==> src/rtl/tick_sched_pkg.sv <==
// Shared constants, channel-index width helper and FSM state type for the tick scheduler.
// Latency: none (declarations only).
// Backpressure: not applicable.
package tick_sched_pkg;

  localparam int NUM_CH_DEF = 4;
  localparam int CNT_W_DEF  = 8;

  // Channel index width; never below one bit so a 2-channel build still has a select.
  function automatic int calc_ch_w(input int n);
    if (n <= 2) return 1;
    return $clog2(n);
  endfunction

  typedef enum logic {
    IDLE  = 1'b0,
    OFFER = 1'b1
  } state_t;

endpackage

==> src/rtl/tick_rr_arbiter.sv <==
// Round-robin pick of one pending channel, searching upward from last_grant+1 with wrap.
// Latency: purely combinational.
// Backpressure: none; the caller decides when a grant is consumed.
module tick_rr_arbiter #(
  parameter int NUM_CH = 4,
  parameter int CH_W   = 2
) (
  input  logic [NUM_CH-1:0] req,
  input  logic [CH_W-1:0]   last_grant,
  output logic              any,
  output logic [CH_W-1:0]   grant
);

  logic [CH_W-1:0] idx;

  // Walk channels in rotated order; the first requester found wins.
  always_comb begin
    any   = 1'b0;
    grant = '0;
    idx   = '0;
    for (int i = 1; i <= NUM_CH; i++) begin
      idx = CH_W'((int'(last_grant) + i) % NUM_CH);
      if (!any && req[idx]) begin
        any   = 1'b1;
        grant = idx;
      end
    end
  end

endmodule

==> src/rtl/tick_scheduler.sv <==
// Per-channel periodic expiry counters feeding a round-robin valid/ready fire port.
// Latency: expiry on tick at cycle t -> pending at t+1 -> fire_valid at t+2 when idle.
// Backpressure: offer held stable until fire_ready; repeat expiries flagged in overrun
// (overrun tracking present only when TICK_SCHED_OVERRUN_EN is defined).
module tick_scheduler
  import tick_sched_pkg::*;
#(
  parameter int  NUM_CH = NUM_CH_DEF,
  parameter int  CNT_W  = CNT_W_DEF,
  localparam int CH_W   = calc_ch_w(NUM_CH)
) (
  input  logic              inclk,
  input  logic              rst,
  input  logic              tick_in,
  input  logic              cfg_we,
  input  logic [CH_W-1:0]   cfg_ch,
  input  logic [CNT_W-1:0]  cfg_period,
  output logic              fire_valid,
  output logic [CH_W-1:0]   fire_ch,
  input  logic              fire_ready,
  output logic [NUM_CH-1:0] pending,
  output logic [NUM_CH-1:0] overrun,
  input  logic [NUM_CH-1:0] overrun_clr
);

  logic [CNT_W-1:0]  period_q  [NUM_CH];
  logic [CNT_W-1:0]  counter_q [NUM_CH];
  logic [NUM_CH-1:0] pending_q, pending_d;
  logic [NUM_CH-1:0] cfg_hit, expire, hs_clr;

  state_t            state_q, state_d;
  logic [CH_W-1:0]   fire_ch_q, fire_ch_d;
  logic [CH_W-1:0]   last_grant_q, last_grant_d;
  logic              arb_any;
  logic [CH_W-1:0]   arb_grant;
  logic              handshake;

  assign handshake  = (state_q == OFFER) && fire_ready;
  assign fire_valid = (state_q == OFFER);
  assign fire_ch    = fire_ch_q;
  assign pending    = pending_q;

  // Per-channel event decode: config hits mask same-cycle ticks; a new expiry beats the handshake clear.
  always_comb begin
    cfg_hit   = '0;
    expire    = '0;
    hs_clr    = '0;
    pending_d = pending_q;
    for (int i = 0; i < NUM_CH; i++) begin
      cfg_hit[i] = cfg_we && (cfg_ch == CH_W'(i));
      expire[i]  = tick_in && !cfg_hit[i] && (period_q[i] != '0) && (counter_q[i] == CNT_W'(1));
      hs_clr[i]  = handshake && (fire_ch_q == CH_W'(i));
      if (cfg_hit[i])
        pending_d[i] = 1'b0;
      else if (expire[i])
        pending_d[i] = 1'b1;
      else if (hs_clr[i])
        pending_d[i] = 1'b0;
    end
  end

  // Period registers and down-counters; reload at 1 so the counter never wraps.
  always_ff @(posedge inclk or posedge rst) begin
    if (rst) begin
      for (int i = 0; i < NUM_CH; i++) begin
        period_q[i]  <= '0;
        counter_q[i] <= '0;
      end
    end else begin
      for (int i = 0; i < NUM_CH; i++) begin
        if (cfg_hit[i]) begin
          period_q[i]  <= cfg_period;
          counter_q[i] <= cfg_period;
        end else if (tick_in && (period_q[i] != '0)) begin
          if (counter_q[i] > CNT_W'(1))
            counter_q[i] <= counter_q[i] - CNT_W'(1);
          else if (counter_q[i] == CNT_W'(1))
            counter_q[i] <= period_q[i];
        end
      end
    end
  end

  // Pending request flags.
  always_ff @(posedge inclk or posedge rst) begin
    if (rst)
      pending_q <= '0;
    else
      pending_q <= pending_d;
  end

`ifdef TICK_SCHED_OVERRUN_EN
  logic [NUM_CH-1:0] overrun_q;
  logic [NUM_CH-1:0] overrun_set;

  // An expiry landing on a still-pending channel is lost, unless that request is being accepted right now.
  assign overrun_set = expire & pending_q & ~hs_clr;
  assign overrun     = overrun_q;

  // Sticky lost-expiry flags; a same-cycle set beats the write-1-to-clear.
  always_ff @(posedge inclk or posedge rst) begin
    if (rst)
      overrun_q <= '0;
    else
      overrun_q <= (overrun_q & ~overrun_clr) | overrun_set;
  end
`else
  logic unused_overrun_clr;

  assign unused_overrun_clr = ^overrun_clr;
  assign overrun            = '0;
`endif

  tick_rr_arbiter #(
    .NUM_CH (NUM_CH),
    .CH_W   (CH_W)
  ) u_arb (
    .req        (pending_q),
    .last_grant (last_grant_q),
    .any        (arb_any),
    .grant      (arb_grant)
  );

  // Offer FSM state, latched channel and round-robin pointer.
  always_ff @(posedge inclk or posedge rst) begin
    if (rst) begin
      state_q      <= IDLE;
      fire_ch_q    <= '0;
      last_grant_q <= CH_W'(NUM_CH - 1);
    end else begin
      state_q      <= state_d;
      fire_ch_q    <= fire_ch_d;
      last_grant_q <= last_grant_d;
    end
  end

  // Next-state: latch a grant when idle, hold it until the consumer accepts.
  always_comb begin
    state_d      = state_q;
    fire_ch_d    = fire_ch_q;
    last_grant_d = last_grant_q;
    case (state_q)
      IDLE: begin
        if (arb_any) begin
          state_d   = OFFER;
          fire_ch_d = arb_grant;
        end
      end
      OFFER: begin
        if (fire_ready) begin
          state_d      = IDLE;
          last_grant_d = fire_ch_q;
        end
      end
      default: state_d = IDLE;
    endcase
  end

endmodule

==> config.mk <==
export PLATFORM = sky130hd
export DESIGN_NAME = tick_scheduler
export DESIGN_NICKNAME = d
export VERILOG_FILES = /design/src/rtl/tick_sched_pkg.sv /design/src/rtl/tick_rr_arbiter.sv /design/src/rtl/tick_scheduler.sv
export SDC_FILE = /design/constraint.sdc
export NUM_CORES = 1
export LEC_CHECK = 0
export CORE_MARGIN = 2
export CORE_UTILIZATION = 45
export DETAILED_ROUTE_END_ITERATION = 10
export DONT_BUFFER_PORTS = 1
export PLACE_DENSITY = 0.59
export SYNTH_ARGS = -nofsm -noshare
export SYNTH_HDL_FRONTEND = slang
export SYNTH_SLANG_ARGS = --single-unit
==> constraint.sdc <==
create_clock -name inclk -period 2 [get_ports inclk]
set_clock_uncertainty 0.05 [all_clocks]
set_input_delay 0.2 -clock inclk [delete_from_list [all_inputs] [get_ports inclk]]
set_output_delay 0.2 -clock inclk [all_outputs]
set_load 0.05 [all_outputs]
# Word level (Yosys, flattened, before mapping)
# Index checks and enable logic that the tools add are counted.
dict set report classes {
  n_addsub 8
  order_cmp 8
  n_eq_ne 10
  n_mux 47
  bitwise_logic 1
  reduce_logical 59
}
# operator n
set op_table {}
lappend op_table {{$mux 8} 16}
lappend op_table {{$eq 8x1->1 const B} 4}
lappend op_table {{$gt 8x1->1 const B} 4}
lappend op_table {{$reduce_bool 8->1} 4}
lappend op_table {{$sub 8x1->8 const B} 4}
lappend op_table {{$logic_and 1x1->1} 28}
lappend op_table {{$reduce_bool 3->1} 8}
lappend op_table {{$mux 1} 22}
lappend op_table {{$lt 2x3->1 const B} 4}
lappend op_table {{$reduce_and 2->1} 6}
lappend op_table {{$bmux 1 s2} 4}
lappend op_table {{$eq 2x2->1 const B} 4}
lappend op_table {{$mux 2} 4}
lappend op_table {{$reduce_bool 2->1} 4}
lappend op_table {{$logic_not 1->1} 7}
lappend op_table {{$add 2x1->2 const B} 2}
lappend op_table {{$add 2x2->2 const B} 2}
lappend op_table {{$eq 2x1->1 const B} 2}
lappend op_table {{$logic_not 2->1} 2}
lappend op_table {{$pmux 1 s2} 1}
lappend op_table {{$not 1->1} 1}
dict set report word_totals {
  ff_bits 73
  in_bits 19
  output_inout_bits 11
}

# Depth between registers and ports, before layout
dict set report depth {
  depth_word 15
  mapped_depth 8
}

# By module
# A second synthesis with hierarchy kept.
dict set report hier_totals {
  cells_unflattened 497
  area_unflattened_um2 4300.4
}
# module n_inst cells_per_inst area_each_um2 seq_area_each_um2
set modules_own_cells {}
lappend modules_own_cells {tick_scheduler 1 483 4209.0 1829.3}
lappend modules_own_cells {tick_rr_arbiter 1 14 91.3 0.0}

# Worst setup path after synthesis
# No wires, ideal clock.
dict set report synth_path {
  path_kind {register to register}
  startpoint {register counter_q[26] (netlist bit)}
  endpoint {register counter_q[27] (netlist bit)}
  arrival_ns 1.841
  setup_slack_ns -0.013
  stages_incl_launch_ff 6
  path_buffers 0
  path_cell_list {dfrtp_1 -> or4_4 -> nor4_4 -> mux2_1 -> mux2i_1 -> o21ai_1}
}
dict set report synth_between {
  elab_chain_len 4
}
# item line_no
set synth_rtl {}
lappend synth_rtl {{start: declaration} tick_scheduler.sv:27} ;# logic [CNT_W-1:0] counter_q [NUM_CH];
lappend synth_rtl {{start signal: indexed assignment} tick_scheduler.sv:73} ;# counter_q[i] <= cfg_period;
lappend synth_rtl {{start signal: indexed assignment} tick_scheduler.sv:76} ;# counter_q[i] <= counter_q[i] - CNT_W'(1);
lappend synth_rtl {{start signal: indexed assignment} tick_scheduler.sv:78} ;# counter_q[i] <= period_q[i];
lappend synth_rtl {{$sub 8x1->8 / $gt 8x1->1 (equally long branches)} {tick_scheduler.sv:76, tick_scheduler.sv:75}}
lappend synth_rtl {{$mux 8} tick_scheduler.sv:75} ;# if (counter_q[i] > CNT_W'(1))
lappend synth_rtl {{$mux 8} tick_scheduler.sv:74} ;# end else if (tick_in && (period_q[i] != '0)) begin
lappend synth_rtl {{$mux 8} tick_scheduler.sv:71} ;# if (cfg_hit[i]) begin
# Parallel ways exist; a longest one is shown, timed or not. The select of a mux whose other input is x is not followed.
# A chain may end at the register's enable or synchronous reset.

# Worst setup path after layout
dict set report layout_path {
  startpoint {register counter_q[26] (netlist bit)}
  endpoint {register counter_q[24] (netlist bit)}
}
dict set report layout_between {
  elab_chain_len 4
}
# item line_no
set layout_rtl {}
lappend layout_rtl {{$gt 8x1->1} tick_scheduler.sv:75}
lappend layout_rtl {{$mux 8} tick_scheduler.sv:75}
lappend layout_rtl {{$mux 8} tick_scheduler.sv:74}
lappend layout_rtl {{$mux 8} tick_scheduler.sv:71}
# Parallel ways exist; a longest one is shown, timed or not. The select of a mux whose other input is x is not followed.

==> flow_summary.toml <==
[synth]
synth_area_leaders = "dfrtp_1 41%, nand2_1 9.1%, o21ai_0 3.8%"
synth_compound_area_frac = 0.210
synth_top_area_frac = 0.414
ys_types = 70
yosys.area_share.simple = 0.241
yosys_warnings = 0
async_flop_share = 1.00
synth_top_family_by_area = "simple AND/OR/NAND/NOR gates"
synthFlopType = "dfrtp_1"
muxShareOfSynthArea = 0.0385
synth-edff-count = 0
synth_adder_area_share = 0.0233
yosysSeqAreaShare = 0.426
postSynthAreaPerCell_um2 = 8.51
syn_inst = 504
synth_xor_area_frac = 0.0102
synth_top_cell_by_area = "dfrtp_1"
syn_area_um2 = 4290
yosys_register_bits = 73

[finish]
fin_nets = 580
final_cell_mix = "104 x nand2_1, 71 x dfrtp_1, 49 x buf_4"
final_common_cell = "nand2_1"
antenna_cells = 0
syn_to_final_growth_pct = 19.0
final_layout_size_suffix_gt1_frac = 0.159
fill_cells = 857

[die]
rows = 35
start_util = 0.464
die_x_um = 102
die_y_um = 102
fp.coreArea_um2 = 9240
die-area_um2 = 10300
io_pins = 30

[cts]
clk_pin_slew_ns = 0.08
cts.sinks = 73
cts_max_level = 3
cts_tree = "built"
cts_root_buf = "clkbuf_8"
clock_latency_ns = 0.36
ctsLongestPathBuffers = 2
cts_made_buffers = 9

[detailed_routing]
vias = 3894
drt-pass1-iter-count = 4
wl_per_cell_um = 16.5
via_per_inst = 5.67
drcViolationCount = 0
drt_iter0_drc = 205
antenna_left = 0
wirelength_um = 11300

[power_and_ir_drop]
peakVddDrop_mv = 0.713
power.density_nw_per_um2 = 1350
cellLeakagePower_nw = 2.34
p_total_mw = 6.90

[critical_path]
required_ns = 2.25
crit_arrival_ns = 2.19
cp-end-kind = "flip-flop"
r2r_slack_ns = 0.06
start_kind = "flip-flop"
critPathKind = "flip-flop to flip-flop"
cp_max_fo = 3

[placed_design]
dp_hpwl_um = 7940
port_buffers = 0
place.gp.congestion = 0.925

[outcome]
status = "completed"

[sta]
fmax_mhz = 515
maxSlewViolCount = 0
fin_setup_tns_ns = 0
period_needed_ns = 1.94
slew_headroom = 0.597
tightest_slew_ns = 0.605
finalCritPeriodShare = 0.971
setup_viol = 0
final_hold_viol_count = 0

[grt]
antenna_found_initial = 0
grt_pass1_wl_um = 18700
grt_use_total = 0.234
grt_pass1_vias = 3722
grt_overflow_total = 0
grt_max_degree = 36

[flow_run]
maxCapViolations = 0

[worst_hold_path]
hold_class = "input port to flip-flop"
==> flip-flops by register name, summed over array words and instances, names as in the netlist <==
signal	flops
counter_q	32
period_q	32
pending	4
fire_ch	2
last_grant_q	2
fire_valid	1
==> final cells by class <==
cell class | count | area [um^2] | area share
multi-input cells | 387 | 2290 | 0.450
flip-flops and latches | 73 | 1830 | 0.358
repair buffers | 60 | 488 | 0.0956
well taps | 129 | 161 | 0.0316
clock buffers | 11 | 141 | 0.0277
clock inverters | 5 | 104 | 0.0203
inverters | 22 | 86.3 | 0.0169
==> metal layers <==
| layer | vias up | share of wire | global-route usage |
|---|---|---|---|
| li1 | 1901 | - | - |
| met1 | 1890 | 0.45 | 0.320 |
| met2 | 84 | 0.48 | 0.366 |
| met3 | 19 | 0.056 | 0.0518 |
| met4 | 0 | 0.019 | 0.0852 |
| met5 | - | 0 | 0 |
==> report_power, final <==
group / switching (mW) / total (mW) / internal (mW)
logic: 1.63 / 2.98 / 1.35
clock network: 0.583 / 1.45 / 0.864
registers: 0.524 / 2.48 / 1.95
total: 2.74 / 6.90 / 4.16
==> kinds of logic after synthesis <==
group,Yosys count
other,1
XOR/XNOR,5
multiplexers,16
buffers and inverters,47
AO/OA/AOI/OAI,135
adder cells (fa/ha/maj),8
AND/OR/NAND/NOR,219
flip-flops,73
==> synthesized netlist by cell type, types with 5 or more instances <==
cell type / count
nand2_1: 104
dfrtp_1: 71
nor2_1: 40
o21ai_0: 33
a21oi_1: 27
inv_1: 22
a31oi_1: 15
clkbuf_1: 15
nand3_1: 13
mux2i_1: 12
nor4_1: 9
or4_1: 9
ha_1: 8
nor3_1: 8
a21o_1: 6
nand2b_1: 6
nand4_1: 6
o211ai_1: 6
buf_4: 5
o41ai_1: 5
==> worst paths after layout <==
check,endpoint,start,cells past startpoint
min in group asynchronous,counter_q[1],rst,2
worst max register to register,counter_q[24],counter_q[26],6
max in group asynchronous,last_grant_q[0],rst,3
worst min register to register,last_grant_q[1],last_grant_q[1],2
worst max-delay path,counter_q[24],counter_q[26],6
worst min-delay path,period_q[29],cfg_period[5],2
==> stage by stage <==
step                      std cells  hold WS [ns]  setup slack, ns  instance area (um^2)  utilization
after global routing            687        0.0414         -0.00797                  5100        0.552
final                           687        0.0251           0.0584                  5100        0.552
after detailed placement        658        0.0994           0.0778                  4710        0.510
after CTS                       684        0.0107           0.0450                  5050        0.547
after floorplan                 507         0.243           0.0638                  4310            -
after global placement          658         0.105           0.0793                  4710        0.510
==> critical path, cell delays in order (launching register included) <==
cell and delay [ns]:
dfrtp_1 0.38, or4_4 0.57, nor4_4 0.24, buf_4 0.19, a21oi_1 0.05, or3_1 0.31, nand3_1 0.09
==> repair_timing <==
item                                    4_1_cts  5_1_grt
hold endpoints to repair                     82        0
resized for setup                             1        8
pin swaps                                     0        1
endpoints found under the setup margin        1       14
buffers inserted                              0        3
hold buffers                                 10        0
Note: power is estimated with default switching activity, not from simulation.
